### src/rtl/uart_rx_fifo.sv
// uart_rx_fifo: 16x-oversampling 8N1 UART receiver feeding a show-ahead
// receive FIFO, with sticky framing-error and overrun flags.
module uart_rx_fifo #(
   parameter int BAUD_DIV   = 8,
   parameter int FIFO_DEPTH = 8
) (
   input  logic                        Clk,
   input  logic                        Rst,
   input  logic                        RX,
   input  logic                        rd_en,
   input  logic                        err_clr,
   output logic [7:0]                  rd_data,
   output logic                        rx_valid,
   output logic [$clog2(FIFO_DEPTH):0] fifo_count,
   output logic                        frame_err,
   output logic                        overrun
);

   localparam int AW = $clog2(FIFO_DEPTH);
   localparam int CW = AW + 1;
   localparam int DW = (BAUD_DIV > 1) ? $clog2(BAUD_DIV) : 1;
   localparam logic [DW-1:0] DIV_MAX  = DW'(BAUD_DIV - 1);
   localparam logic [CW-1:0] CNT_FULL = CW'(FIFO_DEPTH);

   typedef enum logic [2:0] {
      S_IDLE  = 3'd0,
      S_START = 3'd1,
      S_DATA  = 3'd2,
      S_STOP  = 3'd3,
      S_BREAK = 3'd4
   } state_t;

   // Receiver state
   logic          sync1_q, sync2_q;
   logic          rx_s;
   state_t        state_q,    state_d;
   logic [DW-1:0] div_cnt_q,  div_cnt_d;
   logic [3:0]    samp_cnt_q, samp_cnt_d;
   logic [2:0]    bit_idx_q,  bit_idx_d;
   logic [7:0]    shift_q,    shift_d;
   logic          tick_s;
   logic [DW-1:0] div_next_s;
   logic          push_s;
   logic          fe_set_s;

   // FIFO state
   logic [7:0]    mem_q [FIFO_DEPTH];
   logic [AW-1:0] wr_ptr_q, wr_ptr_d;
   logic [AW-1:0] rd_ptr_q, rd_ptr_d;
   logic [CW-1:0] count_q,  count_d;
   logic          frame_err_q, frame_err_d;
   logic          overrun_q,   overrun_d;
   logic          full_s;
   logic          pop_s;
   logic          wr_ok_s;
   logic          ovr_set_s;

   assign rx_s = sync2_q;

   // Oversample tick: the divider only runs while a character is being framed
   always_comb begin
      tick_s = (div_cnt_q == DIV_MAX);
      if (tick_s) begin
         div_next_s = '0;
      end else begin
         div_next_s = div_cnt_q + DW'(1);
      end
   end

   // Deframing FSM next-state: start validation, LSB-first shift, stop check
   always_comb begin
      state_d    = state_q;
      div_cnt_d  = div_cnt_q;
      samp_cnt_d = samp_cnt_q;
      bit_idx_d  = bit_idx_q;
      shift_d    = shift_q;
      push_s     = 1'b0;
      fe_set_s   = 1'b0;
      case (state_q)
         S_IDLE: begin
            div_cnt_d  = '0;
            samp_cnt_d = 4'd0;
            bit_idx_d  = 3'd0;
            if (!rx_s) begin
               state_d = S_START;
            end else begin
               state_d = S_IDLE;
            end
         end
         S_START: begin
            div_cnt_d = div_next_s;
            if (tick_s) begin
               if (samp_cnt_q == 4'd7) begin
                  // Mid start bit: a high line here was only a glitch
                  samp_cnt_d = 4'd0;
                  bit_idx_d  = 3'd0;
                  if (rx_s) begin
                     state_d = S_IDLE;
                  end else begin
                     state_d = S_DATA;
                  end
               end else begin
                  samp_cnt_d = samp_cnt_q + 4'd1;
               end
            end else begin
               samp_cnt_d = samp_cnt_q;
            end
         end
         S_DATA: begin
            div_cnt_d = div_next_s;
            if (tick_s) begin
               samp_cnt_d = samp_cnt_q + 4'd1;
               if (samp_cnt_q == 4'd15) begin
                  shift_d[bit_idx_q] = rx_s;
                  if (bit_idx_q == 3'd7) begin
                     state_d = S_STOP;
                  end else begin
                     bit_idx_d = bit_idx_q + 3'd1;
                  end
               end else begin
                  bit_idx_d = bit_idx_q;
               end
            end else begin
               samp_cnt_d = samp_cnt_q;
            end
         end
         S_STOP: begin
            div_cnt_d = div_next_s;
            if (tick_s) begin
               samp_cnt_d = samp_cnt_q + 4'd1;
               if (samp_cnt_q == 4'd15) begin
                  if (rx_s) begin
                     push_s  = 1'b1;
                     state_d = S_IDLE;
                  end else begin
                     fe_set_s = 1'b1;
                     state_d  = S_BREAK;
                  end
               end else begin
                  state_d = S_STOP;
               end
            end else begin
               samp_cnt_d = samp_cnt_q;
            end
         end
         S_BREAK: begin
            // Held-low line: report once, then wait for the line to go idle
            div_cnt_d  = '0;
            samp_cnt_d = 4'd0;
            if (rx_s) begin
               state_d = S_IDLE;
            end else begin
               state_d = S_BREAK;
            end
         end
         default: begin
            state_d    = S_IDLE;
            div_cnt_d  = '0;
            samp_cnt_d = 4'd0;
            bit_idx_d  = 3'd0;
         end
      endcase
   end

   // FIFO bookkeeping: push/pop arbitration, pointers, count and sticky flags
   always_comb begin
      full_s    = (count_q == CNT_FULL);
      pop_s     = rd_en && (count_q != '0);
      wr_ok_s   = push_s && (!full_s || pop_s);
      ovr_set_s = push_s && full_s && !pop_s;

      if (wr_ok_s) begin
         wr_ptr_d = wr_ptr_q + AW'(1);
      end else begin
         wr_ptr_d = wr_ptr_q;
      end

      if (pop_s) begin
         rd_ptr_d = rd_ptr_q + AW'(1);
      end else begin
         rd_ptr_d = rd_ptr_q;
      end

      case ({wr_ok_s, pop_s})
         2'b10:   count_d = count_q + CW'(1);
         2'b01:   count_d = count_q - CW'(1);
         default: count_d = count_q;
      endcase

      // A new error outranks a coincident clear
      if (fe_set_s) begin
         frame_err_d = 1'b1;
      end else if (err_clr) begin
         frame_err_d = 1'b0;
      end else begin
         frame_err_d = frame_err_q;
      end

      if (ovr_set_s) begin
         overrun_d = 1'b1;
      end else if (err_clr) begin
         overrun_d = 1'b0;
      end else begin
         overrun_d = overrun_q;
      end
   end

   // State registers; reset abandons any partially received character
   always_ff @(posedge Clk or posedge Rst) begin
      if (Rst) begin
         sync1_q     <= 1'b1;
         sync2_q     <= 1'b1;
         state_q     <= S_IDLE;
         div_cnt_q   <= '0;
         samp_cnt_q  <= 4'd0;
         bit_idx_q   <= 3'd0;
         shift_q     <= 8'h00;
         wr_ptr_q    <= '0;
         rd_ptr_q    <= '0;
         count_q     <= '0;
         frame_err_q <= 1'b0;
         overrun_q   <= 1'b0;
      end else begin
         sync1_q     <= RX;
         sync2_q     <= sync1_q;
         state_q     <= state_d;
         div_cnt_q   <= div_cnt_d;
         samp_cnt_q  <= samp_cnt_d;
         bit_idx_q   <= bit_idx_d;
         shift_q     <= shift_d;
         wr_ptr_q    <= wr_ptr_d;
         rd_ptr_q    <= rd_ptr_d;
         count_q     <= count_d;
         frame_err_q <= frame_err_d;
         overrun_q   <= overrun_d;
      end
   end

   // FIFO storage; contents are only observable through the counted head
   always_ff @(posedge Clk) begin
      if (wr_ok_s) begin
         mem_q[wr_ptr_q] <= shift_q;
      end
   end

   // Show-ahead head; forced to zero while empty so stale data never leaks
   always_comb begin
      if (count_q != '0) begin
         rd_data = mem_q[rd_ptr_q];
      end else begin
         rd_data = 8'h00;
      end
      rx_valid   = (count_q != '0);
      fifo_count = count_q;
      frame_err  = frame_err_q;
      overrun    = overrun_q;
   end

endmodule

### config.mk
export PLATFORM = sky130hd
export DESIGN_NAME = uart_rx_fifo
export DESIGN_NICKNAME = d
export VERILOG_FILES = /design/src/rtl/uart_rx_fifo.sv
export SDC_FILE = /design/constraint.sdc
export NUM_CORES = 1
export LEC_CHECK = 0
export ABC_CLOCK_PERIOD_IN_PS = 6020
export BUFFER_PORTS_ARGS = -buffer_cell sky130_fd_sc_hd__buf_2
export CAP_MARGIN = 20
export CORE_MARGIN = 1.5
export CORE_UTILIZATION = 55
export CTS_BUF_LIST = sky130_fd_sc_hd__clkbuf_8 sky130_fd_sc_hd__clkbuf_16
export CTS_CLUSTER_DIAMETER = 100
export DETAILED_ROUTE_END_ITERATION = 8
export PLACE_DENSITY = 0.77
export SETUP_SLACK_MARGIN = 0.5
export SLEW_MARGIN = 20
export SYNTH_ARGS = -nofsm -noshare
export SYNTH_HDL_FRONTEND = slang
export SYNTH_SLANG_ARGS = --single-unit
export TNS_END_PERCENT = 50
### constraint.sdc
create_clock -name Clk -period 6.02 [get_ports Clk]
set_clock_uncertainty 0.15 [all_clocks]
set_input_delay 1.204 -clock Clk [delete_from_list [all_inputs] [get_ports Clk]]
set_output_delay 1.204 -clock Clk [all_outputs]
set_load 0.05 [all_outputs]
==> impl_metrics.env, run 1 <==
export IMPL_yosysTopAreaCell="edfxtp_1"
export IMPL_crit_required_ns=4.67
export IMPL_p_int_mw=1.230
export IMPL_drtIter0Drc=116
export IMPL_cts_root_buf="clkbuf_8"
export IMPL_coreArea_um2=7647
export IMPL_fmax_mhz=283.5
export IMPL_cts_buffers=9
export IMPL_first_pass_iters=4
export IMPL_antennaDiodeCount=0
export IMPL_sequentialPowerShare_pct=42.2
export IMPL_clk_pin_slew_worst_paths_ns=0.10
export IMPL_ctsHoldBuffers=0
export IMPL_track_usage_pct=19.26
export IMPL_wire_per_inst_um=17.25
export IMPL_clk_latency_ns=0.36
export IMPL_drc_errors=0
export IMPL_power_mw=2.013
export IMPL_multi_input_area_um2=1394
export IMPL_grt_pass1_vias=2363
export IMPL_setup_violations=0
export IMPL_post_cts_buffers=0
export IMPL_combinationalPowerShare_pct=37.4
export IMPL_tritoncts="built"
export IMPL_startpoint_type="register"
export IMPL_port_buffers=19
export IMPL_p_per_area_nw_per_um2=427.4
export IMPL_crit_fanout=18
export IMPL_criticalPathCategory="reg -> out"
export IMPL_avgSynthCellArea_um2=15.63
export IMPL_antenna_found_initial=0
export IMPL_peakVddDrop_v=0.0001362
export IMPL_p_sw_share_pct=38.91
export IMPL_syn_num_nets=290
export IMPL_htreeDepth=3
export IMPL_period_share_pct=58.59
export IMPL_fill_cells=562
export IMPL_hpwl_um=4833
export IMPL_synthDominantCellAreaShare_pct=44.72
export IMPL_tns_ns=0
export IMPL_hold_violations=0
export IMPL_cp_startpoint="rd_ptr_q[0]"
export IMPL_cp_end_kind="output port"
export IMPL_grt_setup_unrepaired="no"
export IMPL_placementRows=32
export IMPL_hold_path_startpoint="sync1_q"
export IMPL_clock_sinks=99
export IMPL_dieHeight_um=91.40
export IMPL_clock_power_share_pct=20.4
export IMPL_min_period_ns=3.527
export IMPL_final_nets=313
export IMPL_die_w_um=91.40
export IMPL_synth_cell_types=45
export IMPL_grt_pass1_wl_um=12020
export IMPL_r2r_start="div_cnt_q[0]"
export IMPL_start_util_pct=56.20
export IMPL_seqCellArea_um2=2801
export IMPL_final_max_slew_viol_count=0
export IMPL_fp_dieArea_um2=8354
export IMPL_drv_cap=0
export IMPL_via_per_inst=5.615
export IMPL_hold_depth=0
export IMPL_netlist_instances=275
export IMPL_clockBufferDepth=2
export IMPL_vias=2274
export IMPL_final_cells=405
export IMPL_cts_resized=0
export IMPL_grt_max_degree=36
export IMPL_hp_class="reg -> reg"
export IMPL_ys_ff_latch=99
export IMPL_layout_drive_gt1_share_pct=27.39
export IMPL_netlist_area_um2=4298
export IMPL_ant_nets=0
export IMPL_status="complete, no violations"
export IMPL_area_growth_pct=9.549
export IMPL_p_switching_mw=0.7830
export IMPL_placed_cells=389
export IMPL_io_pins=20
export IMPL_synth_area_leaders="edfxtp_1 45%, dfrtp_1 19%, mux4_2 8.4%"
export IMPL_slew_headroom_pct=50.08
export IMPL_crit_arrival_ns=2.17
export IMPL_leakagePower_nw=1.783
export IMPL_finalWirelength_um=6986
export IMPL_ys_seq_area_share_pct=65.15
export IMPL_ys_warn_count=0
export IMPL_grt_overflow=0
export IMPL_place_congestion=0.7798
export IMPL_tightestPinTransition_ns=0.7489
export IMPL_r2r_cells=11
-- worst max-delay path: stages, from the launching register on --
cell and delay (ns):
dfrtp_2 0.75, mux4_2 0.61, mux2i_1 0.16, nor2_1 0.05, buf_2 0.23
-- cells in the mapped netlist --
cell	instances
edfxtp_1	64
dfrtp_1	33
nor2_1	20
mux4_2	16
mux2_2	14
mux2i_1	12
nand2_1	12
ha_1	10
inv_1	10
nor3_1	9
xor2_1	7
a21oi_1	5
buf_2	5
xnor2_1	5
buf_1	4
nand4_1	4
nor4b_1	4
clkbuf_1	3
nand3_1	3
nor2b_1	3
buf_4	2
dfstp_2	2
nand3b_1	2
nor4_1	2
nor4bb_1	2
o21ai_0	2
o32ai_1	2
a211o_1	1
a211oi_1	1
a311oi_1	1
and2_1	1
and2_2	1
and3b_1	1
and4bb_2	1
clkbuf_2	1
nand2b_1	1
nand4b_1	1
nor3b_1	1
nor3b_2	1
nor4_4	1
o41ai_1	1
or2_2	1
or3_4	1
or3b_1	1
or4b_2	1
-- registers in the layout (all words and copies together), names as in the netlist, 3 cells and up --
register	flops
div_cnt_q	3
samp_cnt_q	4
bit_idx_q	3
mem_q	64
fifo_count	4
rd_ptr_q	3
state_q	3
shift_q	8
wr_ptr_q	3
-- power groups by stage --
stage	combinational [mW]	sequential, mW	clock [mW]
4_1_cts	0.761	0.853	0.419
2_1_floorplan	0.655	0.832	0
6_report	0.752	0.850	0.411
5_1_grt	0.798	0.866	0.449
3_5_place_dp	0.760	0.868	0
3_3_place_gp	0.741	0.867	0
-- cell type report --
cell class | count | share of cell area (%)
Inverter | 10 | 0.7972
Tap cell | 102 | 2.711
Timing Repair Buffer | 27 | 3.295
Multi-Input combinational cell | 151 | 29.60
Clock inverter | 7 | 1.462
Sequential cell | 99 | 59.50
Clock buffer | 9 | 2.631
-- layout by cell type (no fill, tap or decap), types with 3 or more instances in the layout --
master    Yosys  final
nand2_1      12     12
buf_4         2      8
a21oi_1       5      5
nor4b_1       4      4
ha_1         10     10
nand4_1       4      4
mux4_2       16     16
inv_1        10     11
xnor2_1       5      5
nand3_1       3      3
nor2b_1       3      3
edfxtp_1     64     64
mux2i_1      12     12
clkbuf_8      0      9
nor2_1       20     20
buf_2         5     19
nor3_1        9      8
xor2_1        7      7
dfrtp_1      33     32
mux2_2       14     14
-- kinds of logic after synthesis --
group           after synthesis  share of synthesized area (%)
xor+xnor                     12                          2.445
simple gates                 74                          10.10
fa+ha+maj                    10                          2.911
flops                        99                          65.15
compound gates               13                          2.009
mux                          42                          14.85
buf+inv                      25                          2.532
-- metal layers --
layer	track usage, %	part of all wire (%)
met3	4.188	3.4
met5	0	0
met4	8.594	2.2
met2	30.72	50
met1	25.49	45
-- path summary, 6_finish.rpt --
check / endpoint / slack (ns)
max: rd_data[4] / 2.49
min: rx_s / 0.21
max reg2reg: fifo_count[2] / 2.96
min reg2reg: rx_s / 0.21
max in group asynchronous: sync1_q / 4.59
min in group asynchronous: rd_ptr_q[1] / 0.78
-- through the flow --
stage / hold slack, ns / area [µm²] / worst slack (ns) / utilization (%)
6_report: 0.2110 / 4708 / 2.493 / 61.57
5_1_grt: 0.2224 / 4708 / 2.301 / 61.57
4_1_cts: 0.2111 / 4707 / 2.078 / 61.55
3_5_place_dp: 0.1979 / 4514 / 2.481 / 59.03
3_3_place_gp: 0.1958 / 4509 / 2.520 / 58.97
2_1_floorplan: 0.1952 / 4298 / 2.744 / -
No activity file was read; power rests on OpenSTA's default activity.
==> inputs of run 2 (changes only) <==
- ABC_AREA: default -> 1
- ABC_CLOCK_PERIOD_IN_PS: 6020 -> 3250
- PLACE_DENSITY: 0.77 -> 0.76
- clock period: 6.02 -> 3.25 ns (I/O delays scaled with it)
==> run 2 against run 1 <==
Net effect: area after synthesis increased by 3.4%; die area increased by 3.3%; flip-flop and latch count unchanged; global-route usage increased by 1.8 points; final area increased by 4.3%; count of clock-buffer cells in the layout unchanged; non-clock buffer count unchanged; clock power increased by 80%; sequential share of layout area decreased by 2.4 points; first-iteration DRC count increased by 16%; register-to-register slack got worse by 2.2 ns; critical endpoint is now rd_data[0]; largest cell class unchanged.
==> impl_metrics.env, run 2 <==
export IMPL_fp_dieArea_um2=8631
export IMPL_period_share_pct=81.42
export IMPL_final_max_slew_viol_count=0
export IMPL_cp_end_kind="output port"
export IMPL_largest_reg_flops=64
export IMPL_io_pins=20
export IMPL_track_usage_pct=21.06
export IMPL_top_register="mem_q"
export IMPL_synth_edf_count=64
export IMPL_final_nets=470
export IMPL_clk_pin_slew_worst_paths_ns=0.08
export IMPL_synth_async_reset_ratio_pct=35.35
export IMPL_crit_family="flip-flops"
export IMPL_clock_power_share_pct=19.9
export IMPL_avgSynthCellArea_um2=10.36
export IMPL_cts_buffers=9
export IMPL_dieHeight_um=92.91
export IMPL_yosysTopAreaCell="edfxtp_1"
export IMPL_ys_warn_count=0
export IMPL_clock_sinks=99
export IMPL_tightestPinTransition_ns=0.7550
export IMPL_vias=3035
export IMPL_reg_top3="mem_q (64), shift_q (8)"
export IMPL_antennaDiodeCount=0
export IMPL_synth_cell_types=32
export IMPL_hp_class="reg -> reg"
export IMPL_holdWs_ns=0.2123
export IMPL_ys_ff_latch=99
export IMPL_grt_max_degree=36
export IMPL_antenna_found_initial=0
export IMPL_mostFrequentLayoutCells="76 x nor2_1, 67 x nand2_1, 64 x edfxtp_1, 43 x o21ai_0, 31 x dfrtp_1"
export IMPL_drc_errors=0
export IMPL_startpoint_type="register"
export IMPL_drv_cap=0
export IMPL_synthDominantCellAreaShare_pct=43.23
export IMPL_p_per_area_nw_per_um2=755.8
export IMPL_synth_compound_area_share_pct=9.035
export IMPL_tritoncts="built"
export IMPL_peakVddDrop_v=0.0002725
export IMPL_ant_nets=0
export IMPL_sequentialPowerShare_pct=39.8
export IMPL_start_util_pct=57.23
export IMPL_clk_latency_ns=0.35
export IMPL_synthSimpleGateAreaFrac_pct=19.48
export IMPL_slowest_stage="dfrtp_2"
export IMPL_tns_ns=0
export IMPL_place_congestion=0.9425
export IMPL_leakagePower_nw=2.161
export IMPL_fmax_mhz=377.9
export IMPL_placed_area_um2=4690
export IMPL_final_core_util_pct=63.21
export IMPL_fill_cells=594
export IMPL_grt_overflow=0
export IMPL_htreeDepth=3
export IMPL_p_switching_mw=1.511
export IMPL_ys_seq_area_share_pct=62.99
export IMPL_post_place_ws_ns=0.6736
export IMPL_slew_headroom_pct=49.48
export IMPL_hold_violations=0
export IMPL_placementRows=32
export IMPL_synthFlopType="edfxtp_1"
export IMPL_port_buffers=19
export IMPL_finalWirelength_um=8093
export IMPL_crit_arrival_ns=1.85
export IMPL_synth_mux_area_fraction_pct=0.2252
export IMPL_coreArea_um2=7767
export IMPL_ctsHoldBuffers=0
export IMPL_crit_required_ns=2.45
export IMPL_placed_cells=545
export IMPL_via_per_inst=5.400
export IMPL_final_cells=562
export IMPL_grt_setup_unrepaired="yes"
export IMPL_min_period_ns=2.646
export IMPL_clockBufferDepth=2
export IMPL_worstPathBufferInverterCount=2
export IMPL_synth_top_family_by_area="simple AND/OR/NAND/NOR gates"
export IMPL_p_sw_share_pct=40.73
export IMPL_p_int_mw=2.199
export IMPL_design_area_um2=4910
export IMPL_first_pass_iters=4
export IMPL_crit_chain="buf_4 > nor2_1 > o21ai_0 > o211ai_1 > nand2_1 > nor2_2 > buf_2"
export IMPL_drtIter0Drc=134
export IMPL_synth_area_leaders="edfxtp_1 43%, dfrtp_1 19%, nor2_1 6.8%"
export IMPL_cts_root_buf="clkbuf_8"
export IMPL_syn_num_nets=444
export IMPL_synthAdderAreaFrac_pct=2.815
export IMPL_power_mw=3.711
export IMPL_status="complete, no violations"
export IMPL_grt_pass1_wl_um=13900
export IMPL_criticalPathCategory="reg -> out"
export IMPL_slowest_delay_ns=0.49
export IMPL_crit_fanout=15
export IMPL_synthXorXnorAreaFrac_pct=1.379
export IMPL_setup_violations=0
export IMPL_hpwl_um=5765
export IMPL_grt_pass1_vias=3013
export IMPL_netlist_area_um2=4446
export IMPL_layout_drive_gt1_share_pct=15.43
export IMPL_synth_common_cells="80 x nor2_1, 67 x nand2_1, 64 x edfxtp_1"
export IMPL_die_w_um=92.91
export IMPL_wire_per_inst_um=14.40
export IMPL_combinationalPowerShare_pct=40.2
export IMPL_area_growth_pct=10.44
export IMPL_yosysMostFrequentCell="nor2_1"
export IMPL_final_common_cell="nor2_1"
export IMPL_netlist_instances=429
export IMPL_setup_ws_ns=0.6037
run 2: final timing paths:
kind                         startpoint       endpoint  slack (ns)  cells after the start
hold reg to reg                 sync1_q           rx_s        0.21                      0
setup / recovery            rd_ptr_q[1]     rd_data[0]        0.60                      7
setup reg to reg           div_cnt_q[0]  fifo_count[2]        0.73                     14
hold / removal                  sync1_q           rx_s        0.21                      0
min in group asynchronous           Rst  fifo_count[3]        0.22                      3
max in group asynchronous           Rst        sync1_q        2.39                      3
run 2: final cells by class:
class	count	area (µm²)	area share, %
Sequential cell	99	2803	57.08
Multi-Input combinational cell	284	1474	30.02
Timing Repair Buffer	27	177.7	3.619
Inverter	34	141.4	2.880
Tap cell	102	127.6	2.599
Clock buffer	9	123.9	2.523
Clock inverter	7	62.56	1.274
run 2: cells by family after synthesis:
logic type | count (synthesis)
flip-flops | 99
AO/OA/AOI/OAI | 73
multiplexers | 1
XOR/XNOR | 7
adder cells (fa/ha/maj) | 10
AND/OR/NAND/NOR | 193
buffers and inverters | 46
run 2: worst register-to-register path: stages, from the launching register on:
cell and delay, ns:
dfrtp_1 0.36, ha_1 0.15, ha_1 0.24, inv_2 0.11, nor2_4 0.15, nand3_4 0.11
nor2_8 0.17, inv_2 0.07, ha_1 0.21, nand2_1 0.08, nand2_1 0.06, ha_1 0.18
a21oi_1 0.15, xor2_1 0.14, o21ai_0 0.08
run 2: power groups by stage:
stage / clock network [mW] / registers [mW] / logic [mW]
floorplan: 0 / 1.53 / 1.09
global placement: 0 / 1.52 / 1.39
detailed placement: 0 / 1.52 / 1.43
CTS: 0.753 / 1.50 / 1.45
global route: 0.809 / 1.49 / 1.64
finish: 0.740 / 1.48 / 1.49
run 2: timing repair:
| item | 4_1_cts | 5_1_grt |
|---|---|---|
| endpoints found under the setup margin | 8 | 9 |
| resized for setup | 5 | 4 |
| buffers inserted | 0 | 1 |
| cloned | 0 | 0 |
run 2: routing by layer:
metal | GRT usage (%) | vias up | share of wire [%]
met1 | 25.99 | 1459 | 43
li1 | - | 1508 | -
met3 | 3.941 | 9 | 4.7
met2 | 36.37 | 59 | 51
met5 | 0 | - | 0
met4 | 8.586 | 0 | 1.2
==> inputs of run 3 (changes only) <==
- ABC_AREA: 1 -> 0
- ABC_CLOCK_PERIOD_IN_PS: 3250 -> 2600
- PLACE_DENSITY: 0.76 -> 0.77
- clock period: 3.25 -> 2.6 ns (I/O delays scaled with it)
==> run 3 against run 2 <==
Net effect: the flow now finishes with violations (negative setup slack); via count is 19% lower; register-to-register slack worse by 0.61 ns; combinational power is 66% higher; sequential power is 28% higher; flip-flop and latch count stayed put; clock power is 47% higher; setup slack worse by 0.63 ns; routed wire length is 7.0% higher.
==> impl_metrics.env, run 3 (same netlist as run 1, synthesis figures left out) <==
export IMPL_status="finished, violations left"
export IMPL_violations="negative setup slack"
export IMPL_peakVddDrop_v=0.0005086
export IMPL_area_growth_pct=25.27
export IMPL_reg_top3="mem_q (64), shift_q (8)"
export IMPL_final_common_cell="edfxtp_1"
export IMPL_tns_ns=-0.02210
export IMPL_tritoncts="built"
export IMPL_start_util_pct=56.20
export IMPL_cp_end_kind="output port"
export IMPL_grt_overflow=0
export IMPL_track_usage_pct=21.10
export IMPL_leakagePower_nw=2.036
export IMPL_cts_root_buf="clkbuf_8"
export IMPL_hold_violations=0
export IMPL_setup_violations=1
export IMPL_ctsHoldBuffers=0
export IMPL_port_buffers=19
export IMPL_cts_buffers=9
export IMPL_ant_nets=0
export IMPL_clockBufferDepth=2
export IMPL_slew_headroom_pct=62.83
export IMPL_min_period_ns=2.622
export IMPL_drv_cap=0
export IMPL_clock_sinks=99
export IMPL_slowest_stage="mux4_2"
export IMPL_clk_latency_ns=0.36
export IMPL_tightestPinTransition_ns=0.5576
export IMPL_antenna_found_initial=0
export IMPL_startpoint_type="register"
export IMPL_top_register="mem_q"
export IMPL_die_w_um=91.40
export IMPL_finalWirelength_um=8661
export IMPL_r2r_setup_slack_ns=0.12
export IMPL_dieHeight_um=91.40
export IMPL_grt_pass1_wl_um=12880
export IMPL_clk_pin_slew_worst_paths_ns=0.10
export IMPL_period_share_pct=100.9
export IMPL_final_max_slew_viol_count=0
export IMPL_worstPathBufferInverterCount=3
export IMPL_first_pass_iters=4
export IMPL_htreeDepth=3
export IMPL_io_pins=20
export IMPL_power_mw=5.447
export IMPL_mostFrequentLayoutCells="64 x edfxtp_1, 27 x dfrtp_1, 20 x buf_6, 18 x nor2_1, 18 x buf_4"
export IMPL_antennaDiodeCount=0
export IMPL_crit_family="multiplexers"
export IMPL_hp_class="in -> reg"
export IMPL_grt_pass1_vias=2499
export IMPL_fp_dieArea_um2=8354
export IMPL_vias=2449
export IMPL_criticalPathCategory="reg -> out"
export IMPL_holdWs_ns=0.1107
export IMPL_final_nets=340
export IMPL_final_core_util_pct=70.40
export IMPL_grt_max_degree=36
export IMPL_placementRows=32
export IMPL_crit_fanout=8
export IMPL_hpwl_um=4940
export IMPL_hold_depth=1
export IMPL_crit_chain="buf_6 > buf_16 > mux4_2 > mux2i_1 > nor2_1 > buf_6"
export IMPL_crit_top_cell="buf_6"
export IMPL_coreArea_um2=7647
export IMPL_wire_per_inst_um=20.05
export IMPL_r2r_cells=9
export IMPL_placed_cells=402
export IMPL_setup_ws_ns=-0.02210
export IMPL_fill_cells=496
export IMPL_crit_arrival_ns=1.95
export IMPL_crit_required_ns=1.93
export IMPL_drc_errors=0
export IMPL_layout_drive_gt1_share_pct=42.12
export IMPL_largest_reg_flops=64
export IMPL_cp_num_cells=6
export IMPL_place_congestion=0.8144
export IMPL_p_per_area_nw_per_um2=1012
export IMPL_via_per_inst=5.669
export IMPL_final_cells=432
export IMPL_slowest_delay_ns=0.51
export IMPL_fmax_mhz=381.4
export IMPL_drtIter0Drc=118
export IMPL_grt_setup_unrepaired="yes"
[run 3: cell types whose count changed in the layout (fill, tap and decap cells not counted), sizes merged, moves of 8 or more]
cell	before	now
buf	26	54
inv	35	12
mux2	0	14
mux2i	1	12
mux4	0	16
nand2	69	12
nand3	28	3
nor2	90	20
o211ai	8	0
o21ai	52	2
o22ai	10	0
[run 3: final timing paths]
kind                                from       endpoint
max                          rd_ptr_q[0]     rd_data[6]
min                                   RX        sync1_q
max reg2reg                fifo_count[1]  fifo_count[2]
min reg2reg                      sync1_q           rx_s
max in group asynchronous            Rst        sync1_q
min in group asynchronous            Rst    rd_ptr_q[2]
[run 3: layout make-up]
| cell class | count | area (µm²) | area share [%] |
|---|---|---|---|
| tap | 102 | 127.6 | 2.370 |
| clock inverter | 7 | 100.1 | 1.859 |
| sequential | 99 | 2808 | 52.15 |
| multi-input combinational | 151 | 1644 | 30.54 |
| timing repair buffer | 54 | 540.5 | 10.04 |
| inverter | 10 | 40.04 | 0.7437 |
| clock buffer | 9 | 123.9 | 2.301 |
[run 3: through the flow]
step | cell area, µm² | worst slack, ns
detailed placement | 4706 | 0.2346
global placement | 4706 | 0.3046
finish | 5384 | -0.02210
CTS | 5152 | 0.008291
global route | 5384 | -0.08968
floorplan | 4387 | -0.1122
[run 3: metal layers]
metal  track usage, %  wire length, µm  part of all wire (%)  up-vias
met5                0                0                     0        -
met4            4.818              175                   2.0        0
met3            5.109              228                   2.6       18
met2            40.11             4996                    58       40
met1            23.61             3260                    38     1247
li1                 -                -                     -     1144
[run 3: timing repair]
action                                 4_1_cts  5_1_grt
gates cloned                                 3        0
gates resized for setup                     28       45
pin swaps                                    6       21
endpoints found under the hold margin        0        0
buffers inserted                             7        4
setup endpoints to repair                   85       89
[run 3: worst reg2reg max path: stages (launching register included)]
cell and delay (ns):
dfrtp_2 0.52, nor3_1 0.41, a211o_1 0.33, ha_4 0.19, xor2_1 0.15, ha_2 0.19
a21oi_2 0.04, xor2_1 0.16, nor2_1 0.11, xor2_1 0.17
[run 3: power breakdown]
group / total (mW) / switching [mW] / internal [mW]
Sequential: 1.89 / 0.158 / 1.73
Clock: 1.09 / 0.535 / 0.550
Combinational: 2.48 / 1.33 / 1.14
